### src/rtl/if_fetch_stage_if.sv
// Instruction-memory request bus between the fetch stage and instruction memory.
//   imemAddr  : fetch address (master -> slave)
//   imemReq   : fetch request (master -> slave)
//   imemRdata : fetched word, valid when imemReq && imemReady (slave -> master)
//   imemReady : memory completes the request this cycle (slave -> master)
interface if_fetch_stage_if;
  logic [31:0] imemAddr;
  logic        imemReq;
  logic [31:0] imemRdata;
  logic        imemReady;

  modport master (
    output imemAddr,
    output imemReq,
    input  imemRdata,
    input  imemReady
  );

  modport slave (
    input  imemAddr,
    input  imemReq,
    output imemRdata,
    output imemReady
  );
endinterface

### src/rtl/if_fetch_stage.sv
// Instruction-fetch stage feeding the IF/ID pipeline register.
// It owns the PC and runs a req/ready handshake with instruction memory. It presents
// a registered instruction with its PC+PC_INC and a valid flag. A 1-entry skid buffer
// catches a word that completes while the output slot is stalled.
// Ports:
//   clk          : pipeline clock (rising edge)
//   resetN       : asynchronous active-low reset
//   imem         : instruction-memory bus (master side)
//   ifIdWr       : IF/ID accepts the presented word this cycle (0 = stall)
//   branchTaken  : taken-branch redirect from ID (wins over jump)
//   branchTarget : branch target address
//   jump         : jump redirect from ID
//   jumpTarget   : jump target address
//   instruction  : presented instruction (registered)
//   pcPlus4      : fetch address of presented instruction + PC_INC (registered)
//   fetchValid   : instruction/pcPlus4 hold an unconsumed word
//   ifIdFlush    : combinational squash of the IF/ID contents
module if_fetch_stage #(
  parameter logic [31:0] RESET_PC = 32'h0000_0000,
  parameter int unsigned PC_INC   = 4
) (
  input  logic                    clk,
  input  logic                    resetN,
  if_fetch_stage_if.master        imem,
  input  logic                    ifIdWr,
  input  logic                    branchTaken,
  input  logic [31:0]             branchTarget,
  input  logic                    jump,
  input  logic [31:0]             jumpTarget,
  output logic [31:0]             instruction,
  output logic [31:0]             pcPlus4,
  output logic                    fetchValid,
  output logic                    ifIdFlush
);

  localparam logic [31:0] PcInc = 32'(PC_INC);

  typedef enum logic [1:0] {StIdle, StFetch, StHold, StDrain} state_e;

  state_e      r_state;
  logic [31:0] r_pc;
  logic [31:0] r_instr;
  logic [31:0] r_pc_plus4;
  logic        r_fetch_valid;
  logic        r_skid_valid;
  logic [31:0] r_skid_data;
  logic [31:0] r_skid_pc4;
  logic [31:0] r_pend_target;

  state_e      w_state_next;
  logic [31:0] w_pc_next;
  logic [31:0] w_instr_next;
  logic [31:0] w_pc_plus4_next;
  logic        w_fetch_valid_next;
  logic        w_skid_valid_next;
  logic [31:0] w_skid_data_next;
  logic [31:0] w_skid_pc4_next;
  logic [31:0] w_pend_target_next;

  logic        w_redirect;
  logic [31:0] w_target;
  logic        w_consume;
  logic [31:0] w_pc_inc;

  assign w_redirect = branchTaken | jump;
  assign w_target   = branchTaken ? branchTarget : jumpTarget;
  assign w_consume  = r_fetch_valid & ifIdWr;
  assign w_pc_inc   = r_pc + PcInc;

  // imemAddr only moves on a state change after completion, so it is stable while
  // a request is outstanding.
  assign imem.imemAddr = r_pc;
  assign imem.imemReq  = (r_state == StFetch) || (r_state == StDrain);
  assign ifIdFlush     = w_redirect && (r_state != StIdle);

  assign instruction = r_instr;
  assign pcPlus4     = r_pc_plus4;
  assign fetchValid  = r_fetch_valid;

  always_comb begin
    w_state_next       = r_state;
    w_pc_next          = r_pc;
    w_instr_next       = r_instr;
    w_pc_plus4_next    = r_pc_plus4;
    w_fetch_valid_next = r_fetch_valid;
    w_skid_valid_next  = r_skid_valid;
    w_skid_data_next   = r_skid_data;
    w_skid_pc4_next    = r_skid_pc4;
    w_pend_target_next = r_pend_target;

    unique case (r_state)
      StIdle: begin
        w_state_next = StFetch;
      end
      StFetch: begin
        if (imem.imemReady) begin
          if (w_redirect) begin
            w_pc_next = w_target;
          end else if (!r_fetch_valid || w_consume) begin
            w_instr_next       = imem.imemRdata;
            w_pc_plus4_next    = w_pc_inc;
            w_fetch_valid_next = 1'b1;
            w_pc_next          = w_pc_inc;
          end else begin
            // Output slot stalled: park the word so it is not lost.
            w_skid_valid_next = 1'b1;
            w_skid_data_next  = imem.imemRdata;
            w_skid_pc4_next   = w_pc_inc;
            w_pc_next         = w_pc_inc;
            w_state_next      = StHold;
          end
        end else if (w_redirect) begin
          // Request must complete at the old address; remember where to go after.
          w_pend_target_next = w_target;
          w_state_next       = StDrain;
        end else if (w_consume) begin
          w_fetch_valid_next = 1'b0;
        end
      end
      StHold: begin
        if (w_redirect) begin
          w_skid_valid_next = 1'b0;
          w_pc_next         = w_target;
          w_state_next      = StFetch;
        end else if (w_consume) begin
          w_instr_next      = r_skid_data;
          w_pc_plus4_next   = r_skid_pc4;
          w_skid_valid_next = 1'b0;
          w_state_next      = StFetch;
        end
      end
      StDrain: begin
        if (imem.imemReady) begin
          w_pc_next    = w_redirect ? w_target : r_pend_target;
          w_state_next = StFetch;
        end else if (w_redirect) begin
          w_pend_target_next = w_target;
        end
      end
      default: begin
        w_state_next = StIdle;
      end
    endcase

    // A redirect squashes the presented word regardless of consume or capture.
    if (w_redirect && (r_state != StIdle)) begin
      w_fetch_valid_next = 1'b0;
    end
  end

  always_ff @(posedge clk or negedge resetN) begin
    if (!resetN) begin
      r_state       <= StIdle;
      r_pc          <= RESET_PC;
      r_instr       <= 32'h0;
      r_pc_plus4    <= 32'h0;
      r_fetch_valid <= 1'b0;
      r_skid_valid  <= 1'b0;
      r_skid_data   <= 32'h0;
      r_skid_pc4    <= 32'h0;
      r_pend_target <= 32'h0;
    end else begin
      r_state       <= w_state_next;
      r_pc          <= w_pc_next;
      r_instr       <= w_instr_next;
      r_pc_plus4    <= w_pc_plus4_next;
      r_fetch_valid <= w_fetch_valid_next;
      r_skid_valid  <= w_skid_valid_next;
      r_skid_data   <= w_skid_data_next;
      r_skid_pc4    <= w_skid_pc4_next;
      r_pend_target <= w_pend_target_next;
    end
  end

endmodule

### src/flat_wrapper.sv
// flat-port wrapper written by rule: the top's interface ports become plain ports
module if_fetch_stage_flat 
#(
  parameter logic [31:0] RESET_PC = 32'h0000_0000,
  parameter int unsigned PC_INC   = 4
)
  (clk, resetN, ifIdWr, branchTaken, branchTarget, jump, jumpTarget, instruction, pcPlus4, fetchValid, ifIdFlush, imem_imemAddr, imem_imemReq, imem_imemRdata, imem_imemReady);
  if_fetch_stage_if imem_i ();
  input  logic clk;
  input  logic resetN;
  input  logic ifIdWr;
  input  logic branchTaken;
  input  logic [31:0] branchTarget;
  input  logic jump;
  input  logic [31:0] jumpTarget;
  output logic [31:0] instruction;
  output logic [31:0] pcPlus4;
  output logic fetchValid;
  output logic ifIdFlush;
  output wire logic [$bits(imem_i.imemAddr)-1:0] imem_imemAddr;
  output wire logic [$bits(imem_i.imemReq)-1:0] imem_imemReq;
  input wire logic [$bits(imem_i.imemRdata)-1:0] imem_imemRdata;
  input wire logic [$bits(imem_i.imemReady)-1:0] imem_imemReady;
  assign imem_imemAddr = imem_i.imemAddr;
  assign imem_imemReq = imem_i.imemReq;
  assign imem_i.imemRdata = imem_imemRdata;
  assign imem_i.imemReady = imem_imemReady;
  if_fetch_stage #(.RESET_PC(RESET_PC), .PC_INC(PC_INC)) u_core (.clk(clk), .resetN(resetN), .imem(imem_i), .ifIdWr(ifIdWr), .branchTaken(branchTaken), .branchTarget(branchTarget), .jump(jump), .jumpTarget(jumpTarget), .instruction(instruction), .pcPlus4(pcPlus4), .fetchValid(fetchValid), .ifIdFlush(ifIdFlush));
endmodule
### config.mk
export PLATFORM = sky130hd
export DESIGN_NAME = if_fetch_stage_flat
export DESIGN_NICKNAME = d
export VERILOG_FILES = /design/src/rtl/if_fetch_stage_if.sv /design/src/rtl/if_fetch_stage.sv /design/src/flat_wrapper.sv
export SDC_FILE = /design/constraint.sdc
export NUM_CORES = 1
export LEC_CHECK = 0
export BUFFER_PORTS_ARGS = -buffer_cell sky130_fd_sc_hd__buf_2
export CAP_MARGIN = 5
export CORE_ASPECT_RATIO = 1.2
export CORE_UTILIZATION = 57
export CTS_CLUSTER_DIAMETER = 80
export DETAILED_ROUTE_END_ITERATION = 16
export GPL_TIMING_DRIVEN = 0
export PLACE_DENSITY_LB_ADDON = 0.2
export SYNTH_ARGS = -nofsm -noshare
export SYNTH_HDL_FRONTEND = slang
export SYNTH_SLANG_ARGS = --single-unit
### constraint.sdc
create_clock -name clk -period 5.92 [get_ports clk]
set_clock_uncertainty 0.2 [all_clocks]
set_input_delay 1.184 -clock clk [delete_from_list [all_inputs] [get_ports clk]]
set_output_delay 1.184 -clock clk [all_outputs]
set_load 0.01 [all_outputs]
==> run metrics, run 1 <==
cell area after placement between 10,000 and 15,000 um2; via count of the first global-routing pass roughly 9,600; final hold vios 0; Critical Path End Type output pin; crit-path max FO 10; antenna violations before repair 0; setup TNS after final layout 0 ns; simple-gate area share of the yosys netlist 0.221; effective utilization at floorplan 0.590; slew at the pin closest to its max-slew limit 0.905 ns; synthesis-to-layout area growth 19.1%; gate count after technology mapping 1,193; leakage between 5 and 6 nW; DRC 0; clock slew at reported path FFs around 0.080 ns; number of unique standard cell types used by synthesis 59; compound-gate portion of the synthesized area 0.218; Post-Route M1 WL roughly 12,000 um; source-to-sink clock delay at the later pin of the worst-skew pair ~0.44 ns; post-CTS repair timing setup buffer count 0; average detailed-routed wire length per instance about 19 um; XOR/XNOR share of the synthesized area 0.0157; summed instance area of the synthesized netlist about 10,000 um2; EDFF count, synth 0; delay contributed by the slowest stage of the critical path 0.62 ns; largest family of logic cells by synthesized area simple AND/OR/NAND/NOR gates; highest signal layer in the routed design met4; Post-Syn Area per Cell around 8.4 um2; asr flop ratio synth 1.00; Site Rows between 50 and 60; horizontal die dimension roughly 120 um; worst path buffer plus inverter count 3; clock root cell sky130_fd_sc_hd__clkbuf_16; layout cell share with drive strength beyond 1 0.177; final worst hold slack ~0.28 ns; post-route insts no fill between 1,500 and 2,000; Max-slew headroom 0.393; cell total after placement 1,610; Num Clock Sinks 195; global placement routability congestion 0.993; final cycle utilization of the critical path 0.645; CTS-repair resized insts 0; min-delay worst type flip-flop to flip-flop; worst vdd ir 191 uV; Detailed Place HPWL 23,200 um; Pwr per Cell Area 311 nW/um2; top cells by area in the synthesized netlist sky130_fd_sc_hd__dfrtp_1, sky130_fd_sc_hd__nand2_1, sky130_fd_sc_hd__o21ai_0; leading area contributor after synthesis sky130_fd_sc_hd__dfrtp_1; global-route wire length before repair approximately 50,000 um; I/O pin count ~200; ys flop type sky130_fd_sc_hd__dfrtp_1; net count after synthesis about 1,300; Detail Route met3 WL about 2600 um; count of buffers from port buffering 200; number of hold buffers added after CTS 0; endpoint required time on the critical path 4.54 ns; cts bufs inserted 17; final-stage net count ~1,500; die area around 18,000 um2; post-synth top area share 0.485; reported max-cap violation count 0; total routing resource utilization after global routing 0.358; final critical-path required period 3.82 ns; fillcell total 1,428; share of cell area taken by muxes after synthesis 0.0156; initial drt markers slightly below 900; area inside the core boundary approximately 17,000 um2; Max Transition Viols Final 0; detailed-route wire length around 31,000 um; number of warnings printed during yosys synthesis 0; critical path class input pin to output pin; DR pass1 iterations 6; part of the Yosys area used for sequential elements 0.485; design area about 12,000 um2; nature of the critical path startpoint input pin; metal2 WL approximately 15,000 um; post-route antenna net violation count 0; number of H-tree branching levels 4; series of cell instances along the critical path buf_2, clkbuf_1, nor2_1, nor2_1, buf_2; cell family with the largest share of critical-path delay simple AND/OR/NAND/NOR gates; Critical-path top delay cell sky130_fd_sc_hd__nor2_1; vertical die dimension between 100 and 150 um; total setup violations reported at the end of the flow 0; highest achievable clock rate between 200 and 300 MHz; CTS tree yes; largest net degree at the start of global routing approximately 120; routed via count ~10,000; critical path data arrival time around 2.4 ns; PnR Total Power 3.72 mW; number of antenna repair diodes 0; GRT Residual Overflow 0; setup repair after global routing missed its margin false; routed via count divided by cell count between 6 and 7; Max Buffers Root-to-Sink 2; #FFs+latches synth 195; adder-cell share of the synthesized area 0.00124; status finished clean
## path summary, 6_finish.rpt
| kind | cells past startpoint | end | slack (ns) | start |
|---|---|---|---|---|
| setup / recovery | 5 | ifIdFlush | 2.10 | jump |
| hold / removal | 1 | u_core.pcPlus4[13] | 0.28 | u_core.pcPlus4[13] |
| setup reg to reg | 7 | u_core.pcPlus4[22] | 2.63 | u_core.imem.imemAddr[2] |
| hold reg to reg | 1 | u_core.pcPlus4[13] | 0.28 | u_core.pcPlus4[13] |
| max in group asynchronous | 2 | u_core.imem.imemAddr[1] | 4.00 | resetN |
| min in group asynchronous | 1 | u_core.instruction[1] | 0.63 | resetN |
## layer usage
metal  GRT usage  up-vias
met5           0        -
met4       0.192        0
met3      0.0683       92
met2       0.582      494
met1       0.447     4725
li1            -     4671
## logic make-up (layout without fill, tap and decap cells)
family | count (synthesis) | count (layout)
and+or+nand+nor | 506 | 506
muxes | 15 | 15
DFF | 195 | 195
adders and majority gates | 1 | 1
xor gates and xnor gates | 18 | 18
buffers and inverters | 111 | 344
AOI/OAI and AO/OA | 347 | 347
## report_power, final
part / total, mW / internal [mW] / switching (mW) / leakage (nW)
combinational: 0.820 / 0.340 / 0.480 / 2.69
clock: 1.21 / 0.649 / 0.557 / 0.283
sequential: 1.70 / 1.54 / 0.151 / 2.44
## state kept, by name, summed over array words and instances, names as in the netlist
| name | cells |
|---|---|
| u_core.pcPlus4 | 32 |
| u_core.r_pend_target | 32 |
| u_core.r_skid_data | 32 |
| u_core.fetchValid | 1 |
| u_core.instruction | 32 |
| u_core.imem.imemAddr | 32 |
| u_core.r_state | 2 |
| u_core.r_skid_pc4 | 32 |
## per-stage QoR
| stage | setup WS [ns] | util |
|---|---|---|
| final | 2.10 | 0.702 |
| after CTS | 2.13 | 0.702 |
| after global placement | 0.200 | 0.664 |
| after global routing | 2.00 | 0.702 |
| after detailed placement | 1.81 | 0.667 |
| after floorplan | 2.71 | - |
## cells in the mapped netlist (8+ instances only)
cell / number
sky130_fd_sc_hd__nor2_1: 112
sky130_fd_sc_hd__o211ai_1: 13
sky130_fd_sc_hd__mux2i_1: 10
sky130_fd_sc_hd__clkbuf_1: 95
sky130_fd_sc_hd__nand2_1: 256
sky130_fd_sc_hd__dfrtp_1: 195
sky130_fd_sc_hd__a221oi_1: 8
sky130_fd_sc_hd__nor2b_1: 30
sky130_fd_sc_hd__nand4_1: 10
sky130_fd_sc_hd__nand3_1: 24
sky130_fd_sc_hd__xnor2_1: 12
sky130_fd_sc_hd__o2bb2ai_1: 8
sky130_fd_sc_hd__o21ai_0: 107
sky130_fd_sc_hd__nor3_1: 23
sky130_fd_sc_hd__inv_1: 8
sky130_fd_sc_hd__a21oi_1: 41
sky130_fd_sc_hd__a31oi_1: 78
sky130_fd_sc_hd__nor4_1: 17
sky130_fd_sc_hd__a22oi_1: 35
sky130_fd_sc_hd__a22o_1: 8
## cells in the final DEF, fill, tap and decap left out, drive strengths merged, types with 17 or more instances in the layout
cell type and n:
nor2b 30, buf 208, o21ai 108, clkbuf 114, a22oi 35, nor3 23, nand2 256, nor4 17
a21oi 41, nor2 112, a31oi 78, dfrtp 195, nand3 24
## area by class of cell
cell class | instances | area (um2) | share of cell area
Clock inverter | 14 | 171 | 0.0143
Inverter | 8 | 30.0 | 0.00251
Buffer | 103 | 403 | 0.0336
Sequential cell | 195 | 4880 | 0.408
Clock buffer | 18 | 439 | 0.0367
Multi-Input combinational cell | 887 | 4740 | 0.396
Tap cell | 216 | 270 | 0.0226
Timing Repair Buffer | 201 | 1040 | 0.0867
No activity file was read; power rests on OpenSTA's default activity.
==> inputs of run 2 (changes only) <==
--- a/config.mk
+++ b/config.mk
@@ -8,7 +8,7 @@
 export BUFFER_PORTS_ARGS = -buffer_cell sky130_fd_sc_hd__buf_2
 export CAP_MARGIN = 5
 export CORE_ASPECT_RATIO = 1.2
-export CORE_UTILIZATION = 57
+export CORE_UTILIZATION = 56
 export CTS_CLUSTER_DIAMETER = 80
 export DETAILED_ROUTE_END_ITERATION = 16
 export GPL_TIMING_DRIVEN = 0
==> constraint.sdc (replaced) <==
create_clock -name clk -period 3.7 [get_ports clk]
set_clock_uncertainty 0.2 [all_clocks]
set_input_delay 0.74 -clock clk [delete_from_list [all_inputs] [get_ports clk]]
set_output_delay 0.74 -clock clk [all_outputs]
set_load 0.01 [all_outputs]
==> run 2 against run 1 <==
Utilization is 2.1 points lower. Largest cell class unchanged. Worst hold slack worse by 0.16 ns. Clock-buffer cell count is 1 lower. Critical path depth increased by 4. Final cell count increased by 0.24%. Critical path type is now input pin to flip-flop. Clock power increased by 59%. Non-clock buffer count unchanged. Final area hardly changed.
==> run metrics, run 2 (synthesis gave the netlist of run 1 again) <==
slew at the pin closest to its max-slew limit 0.937 ns (+0.0320 ns); final hold vios 0 (unchanged); global placement routability congestion 1.01 (+1.6%); die area 18,500 um2 (+1.8%); min-delay worst type input pin to asynchronous set/reset pin; Sw Share 0.329 (+0.00954); post-route antenna net violation count 0 (unchanged); Max-slew headroom 0.371 (-0.0215); global-route wire length before repair 50,100 um (+0.21%); clock slew at reported path FFs 0.08 ns (about the same); DR pass1 iterations 5 (-1); Num Clock Sinks 195 (unchanged); Sw Pwr 1.95 mW (+64%); vertical die dimension 149 um (+0.88%); Detailed Place HPWL 23,500 um (+1.6%); final-stage net count 1,516 (unchanged); final critical-path required period approximately 3.3 ns; number of H-tree branching levels 4 (unchanged); synthesis-to-layout area growth 19.2% (about the same); cell area after placement 11,400 um2 (about the same); RR Startpoint u_core.imem.imemAddr[2]; horizontal die dimension 124 um (+0.88%); effective utilization at floorplan 0.572 (-0.0177); endpoint required time on the critical path 3.87 ns (-0.67 ns); internal power contribution 3.99 mW (+57%); commonest cells after routing, fill and taps aside sky130_fd_sc_hd__nand2_1, sky130_fd_sc_hd__buf_2, sky130_fd_sc_hd__dfrtp_1; number of antenna repair diodes 0 (unchanged); depth of the worst register-to-register path 7 (unchanged); I/O pin count 201 (unchanged); Reg-to-Reg End u_core.pcPlus4[22]; leakage 5.43 nW (+0.21%); Max Buffers Root-to-Sink 2 (unchanged); antenna violations before repair 0 (unchanged); Max Transition Viols Final 0 (unchanged); cts bufs inserted 17 (unchanged); PnR Total Power 5.94 mW (+60%); source-to-sink clock delay at the later pin of the worst-skew pair 0.45 ns (about the same); area inside the core boundary 17,600 um2 (+3.1%); initial drt markers 840 (-4.7%); average detailed-routed wire length per instance 19.2 um (+0.31%); layout cell share with drive strength beyond 1 0.177 (unchanged); Critical Path End Type flip-flop; CTS-repair resized insts 0 (unchanged); share of total power in the clock network 0.323 (about the same); DRC 0 (unchanged); Post-Route M1 WL 12,700 um (+3.3%); count of buffers from port buffering 200 (unchanged); Detail Route met3 WL 2140 um (-17%); critical path class input pin to flip-flop; Pwr per Cell Area 496 nW/um2 (+60%); number of hold buffers added after CTS 0 (unchanged); reported max-cap violation count 0 (unchanged); routed via count 9,914 (-0.68%); sequential group share of total power 0.457 (about the same); final cycle utilization of the critical path 0.899; CTS tree yes; highest signal layer in the routed design met4; most common library cell in the layout ignoring fill and taps sky130_fd_sc_hd__nand2_1; largest net degree at the start of global routing 101 (-13%); design area 12,000 um2 (about the same); Comb pwr share 0.220 (about the same); nature of the critical path startpoint input pin; status finished clean; metal2 WL 15,300 um (+2.4%); routed via count divided by cell count 6.02 (-0.92%); Site Rows 53 (+1.9%); post-CTS repair timing setup buffer count 0 (unchanged); via count of the first global-routing pass 9,486 (-0.94%); total setup violations reported at the end of the flow 0 (unchanged); setup repair after global routing missed its margin false; detailed-route wire length 31,600 um (+0.55%); worst vdd ir 303 uV (+59%); clock root cell sky130_fd_sc_hd__clkbuf_16; critical path data arrival time 3.50 ns (+1.06 ns); GRT Residual Overflow 0 (unchanged); highest achievable clock rate approximately 300 MHz; total routing resource utilization after global routing 0.346 (-0.0118); slack of the worst reg-to-reg path 0.43 ns (-2.20 ns); crit-path max FO 10 (unchanged)
run 2: worst max-delay path by stage:
stage / start / to / slack [ns]
2_1_floorplan: u_core.imem.imemAddr[2] / u_core.pcPlus4[22] / 0.96
3_3_place_gp: resetN / u_core.r_pend_target[1] / -1.56
3_5_place_dp: jump / u_core.r_skid_pc4[29] / 0.02
4_1_cts: jump / u_core.r_skid_pc4[5] / 0.45
5_1_grt: u_core.imem.imemAddr[2] / u_core.imem.imemAddr[28] / 0.27
6_report: jump / u_core.r_skid_pc4[5] / 0.37
run 2: critical path, stage by stage:
cell and delay (ns):
sky130_fd_sc_hd__buf_2 0.10, sky130_fd_sc_hd__clkbuf_1 0.25, sky130_fd_sc_hd__or3_1 0.42, sky130_fd_sc_hd__clkbuf_1 0.24, sky130_fd_sc_hd__nor4b_1 0.47, sky130_fd_sc_hd__clkbuf_1 0.49
sky130_fd_sc_hd__clkbuf_1 0.48, sky130_fd_sc_hd__nor2_1 0.13, sky130_fd_sc_hd__a21oi_1 0.17
run 2: final cells by class:
cell class,count,area [um2]
clock inverters,15,186
well taps,220,275
repair buffers,201,1040
fillers,1543,5590
flip-flops and latches,195,4880
inverters,8,30.0
multi-input cells,887,4740
plain buffers,103,403
clock buffers,17,425
run 2: through the flow:
| step | utilization | hold slack (ns) | TNS (ns) | setup slack (ns) | instances |
|---|---|---|---|---|---|
| floorplan | - | 0.241 | 0 | 0.959 | 1193 |
| global placement | 0.645 | 0.254 | -302.07 | -1.56 | 1613 |
| detailed placement | 0.647 | 0.262 | 0 | 0.0203 | 1614 |
| CTS | 0.682 | 0.156 | 0 | 0.450 | 1646 |
| global route | 0.682 | 0.194 | 0 | 0.267 | 1646 |
| finish | 0.682 | 0.118 | 0 | 0.373 | 1646 |
run 2: power groups by stage:
stage          clock (mW)  sequential [mW]  combinational, mW
2_1_floorplan           0             2.82              0.620
4_1_cts              1.92             2.71               1.30
3_5_place_dp            0             2.75               1.30
3_3_place_gp            0             2.73               1.27
6_report             1.92             2.72               1.31
5_1_grt              2.01             2.76               1.44
run 2: metal layers:
layer,vias to the layer above,track usage
met4,0,0.171
met1,4688,0.430
met5,-,0
met2,465,0.577
li1,4670,-
met3,91,0.0692
